### config.mk
export PLATFORM = sky130hd
export DESIGN_NAME = upgrade_spawner
export DESIGN_NICKNAME = d
export VERILOG_FILES = /design/src/rtl/upgrade_spawner.sv
export SDC_FILE = /design/constraint.sdc
export NUM_CORES = 1
export LEC_CHECK = 0
export CORE_MARGIN = 1
export CORE_UTILIZATION = 50
export DETAILED_ROUTE_END_ITERATION = 10
export DONT_BUFFER_PORTS = 1
export GPL_ROUTABILITY_DRIVEN = 0
export GPL_TIMING_DRIVEN = 0
export HOLD_SLACK_MARGIN = 0.1
export PLACE_DENSITY_LB_ADDON = 0.05
export SLEW_MARGIN = 20
export SYNTH_ARGS = -nofsm -noshare
export SYNTH_HDL_FRONTEND = slang
export SYNTH_SLANG_ARGS = --single-unit
### constraint.sdc
create_clock -name frame_clk -period 5.45 [get_ports frame_clk]
set_clock_uncertainty 0.1 [all_clocks]
set_input_delay 0.8175 -clock frame_clk [delete_from_list [all_inputs] [get_ports frame_clk]]
set_output_delay 0.8175 -clock frame_clk [all_outputs]
set_load 0.005 [all_outputs]
### src/rtl/upgrade_spawner.sv
// -----------------------------------------------------------------------------
// upgrade_spawner
//
// Decides when and where the bullet-upgrade pickup appears. The block sits
// upstream of the pickup collision stage and advances once per video frame.
//
// Sequence: WAIT (spawn delay) -> PICK (LFSR-driven placement, with a centre
// fallback) -> ACTIVE (visible until collected or expired) -> back to WAIT.
// On every despawn a one-frame upgrade_clear pulse is issued. The top level
// ORs this pulse into the collision stage's reset so that was_collected
// re-arms.
//
// Ports:
//   frame_clk        in   1  frame clock, rising edge active
//   Reset            in   1  asynchronous reset, active-high
//   was_collected    in   1  latched collected flag from the collision stage
//   UpgradeX         out 10  pickup centre X (1000 while hidden)
//   UpgradeY         out 10  pickup centre Y (1000 while hidden)
//   Upgrade_Size     out 10  constant SIZE
//   upgrade_visible  out  1  pickup is drawn and collectable
//   upgrade_clear    out  1  one-frame pulse on the first WAIT frame
//   pickup_count     out  8  pickups collected, saturating at 255
// -----------------------------------------------------------------------------
module upgrade_spawner #(
    parameter int          SPAWN_DELAY = 300,
    parameter int          LIFETIME    = 600,
    parameter int          SIZE        = 4,
    parameter int          X_MIN       = 16,
    parameter int          X_MAX       = 623,
    parameter int          Y_MIN       = 16,
    parameter int          Y_MAX       = 463,
    parameter int          MAX_TRIES   = 8,
    parameter logic [15:0] SEED        = 16'hACE1
) (
    input  logic       frame_clk,
    input  logic       Reset,
    input  logic       was_collected,
    output logic [9:0] UpgradeX,
    output logic [9:0] UpgradeY,
    output logic [9:0] Upgrade_Size,
    output logic       upgrade_visible,
    output logic       upgrade_clear,
    output logic [7:0] pickup_count
);

    // Timer must hold the larger of the two reload values.
    localparam int TMAX = (SPAWN_DELAY > LIFETIME) ? SPAWN_DELAY : LIFETIME;
    localparam int TW   = (TMAX > 2) ? $clog2(TMAX) : 1;
    localparam int TRW  = (MAX_TRIES > 1) ? $clog2(MAX_TRIES) : 1;

    localparam logic [TW-1:0]  WAIT_LOAD  = TW'(SPAWN_DELAY - 1);
    localparam logic [TW-1:0]  LIFE_LOAD  = (LIFETIME > 0) ? TW'(LIFETIME - 1) : {TW{1'b0}};
    localparam logic [TW-1:0]  TIMER_ZERO = {TW{1'b0}};
    localparam logic [TW-1:0]  TIMER_ONE  = TW'(1);
    localparam logic [TRW-1:0] TRIES_LAST = TRW'(MAX_TRIES - 1);
    localparam logic [TRW-1:0] TRIES_ZERO = {TRW{1'b0}};
    localparam logic [TRW-1:0] TRIES_ONE  = TRW'(1);
    localparam logic           HAS_LIFE   = (LIFETIME != 0) ? 1'b1 : 1'b0;

    // An all-zero seed would lock the LFSR, so it is substituted.
    localparam logic [15:0] SEED_EFF = (SEED == 16'h0000) ? 16'hACE1 : SEED;

    localparam logic [9:0]  PARK     = 10'd1000;
    localparam logic [9:0]  CENTRE_X = 10'd320;
    localparam logic [9:0]  CENTRE_Y = 10'd240;
    localparam logic [31:0] X_MIN_U  = 32'(X_MIN);
    localparam logic [31:0] X_MAX_U  = 32'(X_MAX);
    localparam logic [31:0] Y_MIN_U  = 32'(Y_MIN);
    localparam logic [31:0] Y_MAX_U  = 32'(Y_MAX);

    typedef enum logic [1:0] {
        ST_WAIT   = 2'd0,
        ST_PICK   = 2'd1,
        ST_ACTIVE = 2'd2
    } state_t;

    // Galois right-shift step with tap mask B400; never maps a non-zero value to 0.
    function automatic logic [15:0] lfsr_advance(input logic [15:0] v);
        return {1'b0, v[15:1]} ^ (v[0] ? 16'hB400 : 16'h0000);
    endfunction

    state_t         state_r, state_s;
    logic [TW-1:0]  timer_r, timer_s;
    logic [TRW-1:0] tries_r, tries_s;
    logic [15:0]    lfsr_r;
    logic [9:0]     x_s, y_s;
    logic           visible_s, clear_s;
    logic [7:0]     count_s;
    logic           place_s, fallback_s, despawn_s, collect_s;
    logic [9:0]     cand_x_s, cand_y_s;
    logic           cand_ok_s;

    assign Upgrade_Size = 10'(SIZE);

    // Candidate position taken straight from the current LFSR value.
    assign cand_x_s  = lfsr_r[9:0];
    assign cand_y_s  = {1'b0, lfsr_r[15:7]};
    assign cand_ok_s = ({22'd0, cand_x_s} >= X_MIN_U) && ({22'd0, cand_x_s} <= X_MAX_U) &&
                       ({22'd0, cand_y_s} >= Y_MIN_U) && ({22'd0, cand_y_s} <= Y_MAX_U);

    // State register plus all registered datapath and outputs.
    always_ff @(posedge frame_clk or posedge Reset) begin
        if (Reset) begin
            state_r         <= ST_WAIT;
            timer_r         <= WAIT_LOAD;
            tries_r         <= TRIES_ZERO;
            lfsr_r          <= SEED_EFF;
            UpgradeX        <= PARK;
            UpgradeY        <= PARK;
            upgrade_visible <= 1'b0;
            upgrade_clear   <= 1'b0;
            pickup_count    <= 8'd0;
        end else begin
            state_r         <= state_s;
            timer_r         <= timer_s;
            tries_r         <= tries_s;
            lfsr_r          <= lfsr_advance(lfsr_r);
            UpgradeX        <= x_s;
            UpgradeY        <= y_s;
            upgrade_visible <= visible_s;
            upgrade_clear   <= clear_s;
            pickup_count    <= count_s;
        end
    end

    // Next-state logic: sequencing, timer and retry counter.
    always_comb begin
        state_s    = state_r;
        timer_s    = timer_r;
        tries_s    = tries_r;
        place_s    = 1'b0;
        fallback_s = 1'b0;
        despawn_s  = 1'b0;
        collect_s  = 1'b0;
        case (state_r)
            ST_WAIT: begin
                if (timer_r == TIMER_ZERO) begin
                    state_s = ST_PICK;
                    tries_s = TRIES_ZERO;
                end else begin
                    timer_s = timer_r - TIMER_ONE;
                end
            end
            ST_PICK: begin
                if (cand_ok_s) begin
                    state_s = ST_ACTIVE;
                    timer_s = LIFE_LOAD;
                    place_s = 1'b1;
                end else if (tries_r == TRIES_LAST) begin
                    state_s    = ST_ACTIVE;
                    timer_s    = LIFE_LOAD;
                    place_s    = 1'b1;
                    fallback_s = 1'b1;
                end else begin
                    tries_s = tries_r + TRIES_ONE;
                end
            end
            ST_ACTIVE: begin
                // Collection wins over a simultaneous expiry.
                if (was_collected) begin
                    state_s   = ST_WAIT;
                    timer_s   = WAIT_LOAD;
                    despawn_s = 1'b1;
                    collect_s = 1'b1;
                end else if (HAS_LIFE && (timer_r == TIMER_ZERO)) begin
                    state_s   = ST_WAIT;
                    timer_s   = WAIT_LOAD;
                    despawn_s = 1'b1;
                end else if (HAS_LIFE) begin
                    timer_s = timer_r - TIMER_ONE;
                end else begin
                    timer_s = timer_r;
                end
            end
            default: begin
                // Unreachable encoding: fall back to a clean despawn.
                state_s   = ST_WAIT;
                timer_s   = WAIT_LOAD;
                tries_s   = TRIES_ZERO;
                despawn_s = 1'b1;
            end
        endcase
    end

    // Output next-values: placement, parking, clear pulse, saturating count.
    always_comb begin
        x_s       = UpgradeX;
        y_s       = UpgradeY;
        visible_s = upgrade_visible;
        clear_s   = despawn_s;
        count_s   = pickup_count;
        if (place_s) begin
            visible_s = 1'b1;
            x_s       = fallback_s ? CENTRE_X : cand_x_s;
            y_s       = fallback_s ? CENTRE_Y : cand_y_s;
        end else if (despawn_s) begin
            visible_s = 1'b0;
            x_s       = PARK;
            y_s       = PARK;
        end else begin
            visible_s = upgrade_visible;
        end
        if (collect_s && (pickup_count != 8'd255)) begin
            count_s = pickup_count + 8'd1;
        end else begin
            count_s = pickup_count;
        end
    end

endmodule

### Word-level counts from Yosys, hierarchy flattened

Cells that the tools add are included.

| cells by class | value |
|---|---|
| add/subtract/negate cells | 3 |
| $mul | 0 |
| divide/modulo/power cells | 0 |
| $lt $le $gt $ge | 4 |
| equality and inequality tests | 10 |
| shift operators | 0 |
| multiplexer cells | 34 |
| bitwise gates (word level) | 2 |
| reductions and logical operators | 11 |

Operators with widths:

| operator | count |
|---|---|
| $mux 10 | 9 |
| $pmux 10 s3 | 1 |
| $mux 16 | 1 |
| $xor 15x16->16 | 1 |
| $mux 1 | 11 |
| $ge 10x5->1 const B | 1 |
| $le 10x10->1 const B | 1 |
| $logic_not 10->1 | 1 |
| $mux 2 | 5 |
| $sub 10x1->10 const B | 1 |
| $ge 9x5->1 const B | 1 |
| $le 9x9->1 const B | 1 |
| $mux 3 | 3 |
| $mux 9 | 1 |
| $pmux 3 s3 | 1 |
| $add 8x1->8 const B | 1 |
| $ne 2x2->1 const B | 4 |
| $ne 8x8->1 const B | 1 |
| $ne 3x3->1 const B | 2 |
| $pmux 2 s3 | 1 |
| $logic_and 1x1->1 | 4 |
| $reduce_and 4->1 | 1 |
| $add 3x1->3 const B | 1 |
| $eq 3x3->1 const B | 1 |
| 9 further kinds | 9 |

| storage, ports and cells | value |
|---|---|
| flip-flop bits (word level) | 61 |
| bits in latches | 0 |
| memory bits (writable) | 0 |
| ROM bits | 0 |
| memories kept | 0 |

### Logic depth before layout (Yosys ltp)

| logic depth | value |
|---|---|
| depth after elaboration | 8 |
| gate-level depth with buffers | 9 |
| mapped depth without buffers | 8 |

### Worst setup path before layout

No wires, ideal clock.

| timing path | value |
|---|---|
| kind | reg-to-reg |
| start | register lfsr_r[12] |
| end | register timer_r[1] |
| arrival time | 2142 ps |
| setup slack | 3125 ps |
| cell stages (with the launch flop) | 6 |
| path buffers | 0 |
| path through | dfrtp_1 -> or4_1 -> o21a_2 -> a2111oi_4 -> o21bai_4 -> mux2_4 |

| between the ends | value |
|---|---|
| cells in the longest elaborated chain, start to end | 5 |

RTL lines:

| what | line | source |
|---|---|---|
| from (decl) | 85 | `logic [15:0] lfsr_r;` |
| from (signal assigned) | 117 | `lfsr_r <= lfsr_advance(lfsr_r);` |
| $ge 9x5->1 | 99 | `({22'd0, cand_y_s} >= Y_MIN_U) && ({22'd0, cand_y_s} <= Y_MAX_U);` |
| $logic_and 1x1->1 | 98 | `assign cand_ok_s = ({22'd0, cand_x_s} >= X_MIN_U) && ({22'd0, cand_x_s} <= X_MAX_U) &&` |
| $logic_and 1x1->1 * | 99 |  |
| $mux 10 or $ne 3x3->1 (tied branches) | -- |  |
| $pmux 10 s3 or $reduce_and 2->1 (tied branches) | -- |  |
| to (signal assigned) | 115 | `timer_r <= timer_s;` |
| to (decl) | 83 | `logic [TW-1:0] timer_r, timer_s;` |

Mark *: on every way between the ends. The rest lies on a longest branch, timed or not.
A chain may end at the register's enable or synchronous reset.

### Final worst setup path

Same ends and word-level chain as after synthesis.

==> implementation parameters <==
Parameter                              Value

Drt
  Residual DRC count    0
  DRT iter0 DRCs    105
  Final wirelength    5.07 mm
  Antenna-violating nets left    0
  Routed wire length per instance    15.6 µm
  DRT Pass-1 Iters    4
  Via count    1767
  Vias per inst    5.44

Yosys
  Syn Area/Cell    11.7 µm²
  Async set-reset flop share out of synthesis    100%
  Most instantiated cells after synthesis    sky130_fd_sc_hd__dfrtp_1 (36), sky130_fd_sc_hd__dfstp_2 (25), sky130_fd_sc_hd__nor2_1 (16)
  Mux share of post-synthesis cell area    1.77%
  Most instantiated library cell after synthesis    sky130_fd_sc_hd__dfrtp_1
  Share of the synthesized area in compound gates (AO/OA/AOI/OAI)    17.2%
  Number of library cell types mapped by synthesis    56
  Post-synth design cell area    0.00269 mm²
  Largest family of logic cells by synthesized area    compound AO/OA/AOI/OAI gates
  Number of warnings printed during yosys synthesis    0
  Register area share after synthesis    58.0%
  Biggest area contributors in the synthesized netlist    sky130_fd_sc_hd__dfrtp_1 (34%), sky130_fd_sc_hd__dfstp_2 (24%), sky130_fd_sc_hd__a22o_1 (2.9%), sky130_fd_sc_hd__buf_4 (2.8%), sky130_fd_sc_hd__ha_1 (2.3%)
  Most instantiated flip-flop cell in the synthesis netlist    sky130_fd_sc_hd__dfrtp_1
  Xor-xnor portion of the synthesized cell area    3.59%
  Post-synthesis cell type with the largest combined area    sky130_fd_sc_hd__dfrtp_1
  Number of flops mapped to enable cells by yosys    0
  Flop and latch count out of synthesis    61
  Area fraction in and, or, nand and nor cells after synthesis    11.5%
  Share of synthesized cell area in full adder, half adder and majority cells    2.33%
  Synthesized instance count    230
  Share of Yosys cell area claimed by the top area cell type    33.5%

GRT
  Wire length of the first global-routing pass    8.14 mm
  Antenna violations before repair    0
  Global route overflow    0
  Number of global-route vias before repair    1602
  Global Route Usage Sum    20.1%
  Largest net degree at the start of global routing    36

Place
  Post-Place Cells    309
  Worst slack after detailed placement    2.84 ns
  Final HPWL DP    3.55 mm
  Number of buffers inserted by port buffering    0

Critical path
  Category of the worst setup path capture point    flop
  Startpoint type of the worst setup path    flop
  Required time reported for the critical path endpoint    5.61 ns
  Worst setup path start    lfsr_r[12]
  RR Endpoint    timer_r[1]
  End of the critical path    timer_r[1]
  Arr. time, crit path    2.76 ns
  Largest fanout on the critical path    9
  Depth of the worst register-to-register path    5
  Reg-to-Reg Start    lfsr_r[12]
  Setup slack of the worst register-to-register path    2.85 ns
  Kind of critical path    flop to flop

Timing
  Post-route setup TNS    0 ns
  Headroom to the max-slew limit    59.0%
  Final critical-path setup slack    2.85 ns
  Final count of hold timing violations    0
  Slew Limit Fails    0
  Final setup violation count    0
  Worst Tran Pin Value    0.610 ns
  FMAX    0.384 GHz
  Share of the clock period used by the worst path    47.7%
  Final period demand of the worst path    2.60 ns
  Unrepaired setup endpoints after global routing    false

Power and ir drop
  Cell-internal power    0.672 mW
  Peak supply drop    0.223 mV
  Switching power as a share of total power    22.7%
  Portion of total power attributed to combinational logic    2.0%
  Net switching power    0.197 mW
  Total power density per cell area    287 mW/mm²
  Relative contribution of sequential cells to total power    52.2%
  Clk pwr share    45.8%
  Leakage Power    1.37 nW

Die
  Horizontal die dimension    75.3 µm
  Top-Level Pins    43
  Floorplan die area    0.00567 mm²
  Area of the placeable core    0.00514 mm²
  Die H    75.3 µm
  Number of placement rows    26
  Initial Util    52.3%

Clock network
  Post-cts hold buffer count    0
  CTS tree    yes
  Setup Fix Bufs, Post-CTS    0
  Maximum clock path buffer count    2
  Number of levels the H-tree was split into    3
  Number of buffers created by CTS    9
  Clock root buffer    sky130_fd_sc_hd__clkbuf_8
  Clock Pin Slew Worst Setup and Hold Paths    0.07 ns
  Clock network latency to the later pin of the worst-skew pair    0.33 ns
  CTS Sinks    61
  Gates resized, CTS repair    0

Cells and area
  # diodes    0
  Final #Nets    258
  Area delta synth->final    12.6%
  Number of non-filler instances in the completed layout    325
  Fraction of final layout cells sized beyond drive strength 1    26.7%

Status
  Outcome    complete, no violations

Job
  MaxCap Viol Count    0

Hold path
  Worst Hold Class    input pin to async pin
-- final cells by class --
cell class	count	area, µm²
Sequential cell	61	1560
Buffer	17	103
Timing Repair Buffer	1	20.0
Clock buffer	9	124
Fill cell	450	2110
Inverter	11	43.8
Multi-Input combinational cell	149	1010
Clock inverter	7	75.1
Tap cell	70	87.6
-- state kept, by name, summed over array words and instances (netlist names) --
signal	count
lfsr_r	16
UpgradeX	10
UpgradeY	10
timer_r	10
pickup_count	8
tries_r	3
state_r	2
upgrade_clear	1
upgrade_visible	1
-- layer usage --
layer / track usage [%] / up-vias / share of wire (%)
li1: - / 858 / -
met3: 5.56 / 4 / 3.7
met1: 30.9 / 868 / 52
met5: 0 / - / 0
met2: 25.3 / 37 / 43
met4: 10.9 / 0 / 1.3
-- logic make-up (layout without fill, tap and decap cells) --
logic type / count (synthesis) / count (layout)
compound gates: 59 / 59
xor+xnor: 11 / 11
fa+ha+maj: 5 / 5
buf+inv: 28 / 45
flops: 61 / 61
mux: 4 / 4
other cells: 2 / 10
simple gates: 60 / 60
-- power by group through the flow --
stage                     registers [mW]  clock network (mW)  logic, mW
final                              0.454               0.398     0.0174
after global routing               0.453               0.430     0.0213
after CTS                          0.453               0.407     0.0180
after detailed placement           0.461                   0     0.0180
after global placement             0.461                   0     0.0161
after floorplan                    0.461                   0     0.0135
-- through the flow --
stage	instance area (µm²)	hold WS (ns)	utilization (%)	power, mW
final	3030	0.235	58.9	0.869
after global routing	3030	0.248	58.9	0.905
after CTS	3030	0.228	58.9	0.879
after detailed placement	2830	0.271	55.0	0.479
after global placement	2800	0.265	54.6	0.477
after floorplan	2720	0.253	-	0.475
-- worst max-delay path, cell delays in order (launching register included) --
cell,delay (ns)
sky130_fd_sc_hd__dfrtp_1,0.40
sky130_fd_sc_hd__or4_1,0.52
sky130_fd_sc_hd__o21a_2,0.25
sky130_fd_sc_hd__a2111oi_4,0.63
sky130_fd_sc_hd__o21bai_4,0.30
sky130_fd_sc_hd__mux2_4,0.32
-- worst min-delay path by stage --
stage | cells after the start | from | slack, ns | end
after global placement | 0 | lfsr_r[2] | 0.26 | lfsr_r[1]
final | 1 | Reset | 0.24 | lfsr_r[14]
after global routing | 1 | Reset | 0.25 | lfsr_r[12]
after floorplan | 0 | lfsr_r[3] | 0.25 | lfsr_r[2]
after detailed placement | 0 | lfsr_r[2] | 0.27 | lfsr_r[1]
after CTS | 1 | Reset | 0.23 | lfsr_r[12]
-- placed cells by master, fill, tap and decap left out, types with 2 or more instances in the layout --
| master | count |
|---|---|
| sky130_fd_sc_hd__nor4_1 | 2 |
| sky130_fd_sc_hd__clkbuf_1 | 5 |
| sky130_fd_sc_hd__xnor2_1 | 6 |
| sky130_fd_sc_hd__ha_1 | 5 |
| sky130_fd_sc_hd__o22a_1 | 5 |
| sky130_fd_sc_hd__dfstp_2 | 25 |
| sky130_fd_sc_hd__nand2_1 | 12 |
| sky130_fd_sc_hd__a31oi_1 | 2 |
| sky130_fd_sc_hd__a21o_1 | 3 |
| sky130_fd_sc_hd__nand4_1 | 5 |
| sky130_fd_sc_hd__dfrtp_1 | 36 |
| sky130_fd_sc_hd__a41oi_1 | 2 |
| sky130_fd_sc_hd__a22o_1 | 9 |
| sky130_fd_sc_hd__nand3_1 | 11 |
| sky130_fd_sc_hd__a21oi_1 | 5 |
| sky130_fd_sc_hd__nor3_1 | 2 |
| sky130_fd_sc_hd__nor2_1 | 16 |
| sky130_fd_sc_hd__clkinvlp_4 | 3 |
| sky130_fd_sc_hd__inv_1 | 10 |
| sky130_fd_sc_hd__o21ai_0 | 12 |
| sky130_fd_sc_hd__mux2_2 | 2 |
| sky130_fd_sc_hd__o41ai_1 | 2 |
| sky130_fd_sc_hd__conb_1 | 10 |
| sky130_fd_sc_hd__and3_1 | 2 |
| sky130_fd_sc_hd__xor2_1 | 5 |
| sky130_fd_sc_hd__clkbuf_8 | 9 |
| sky130_fd_sc_hd__buf_4 | 10 |
| sky130_fd_sc_hd__o22ai_1 | 3 |
Note: power is estimated with default switching activity, not from simulation.
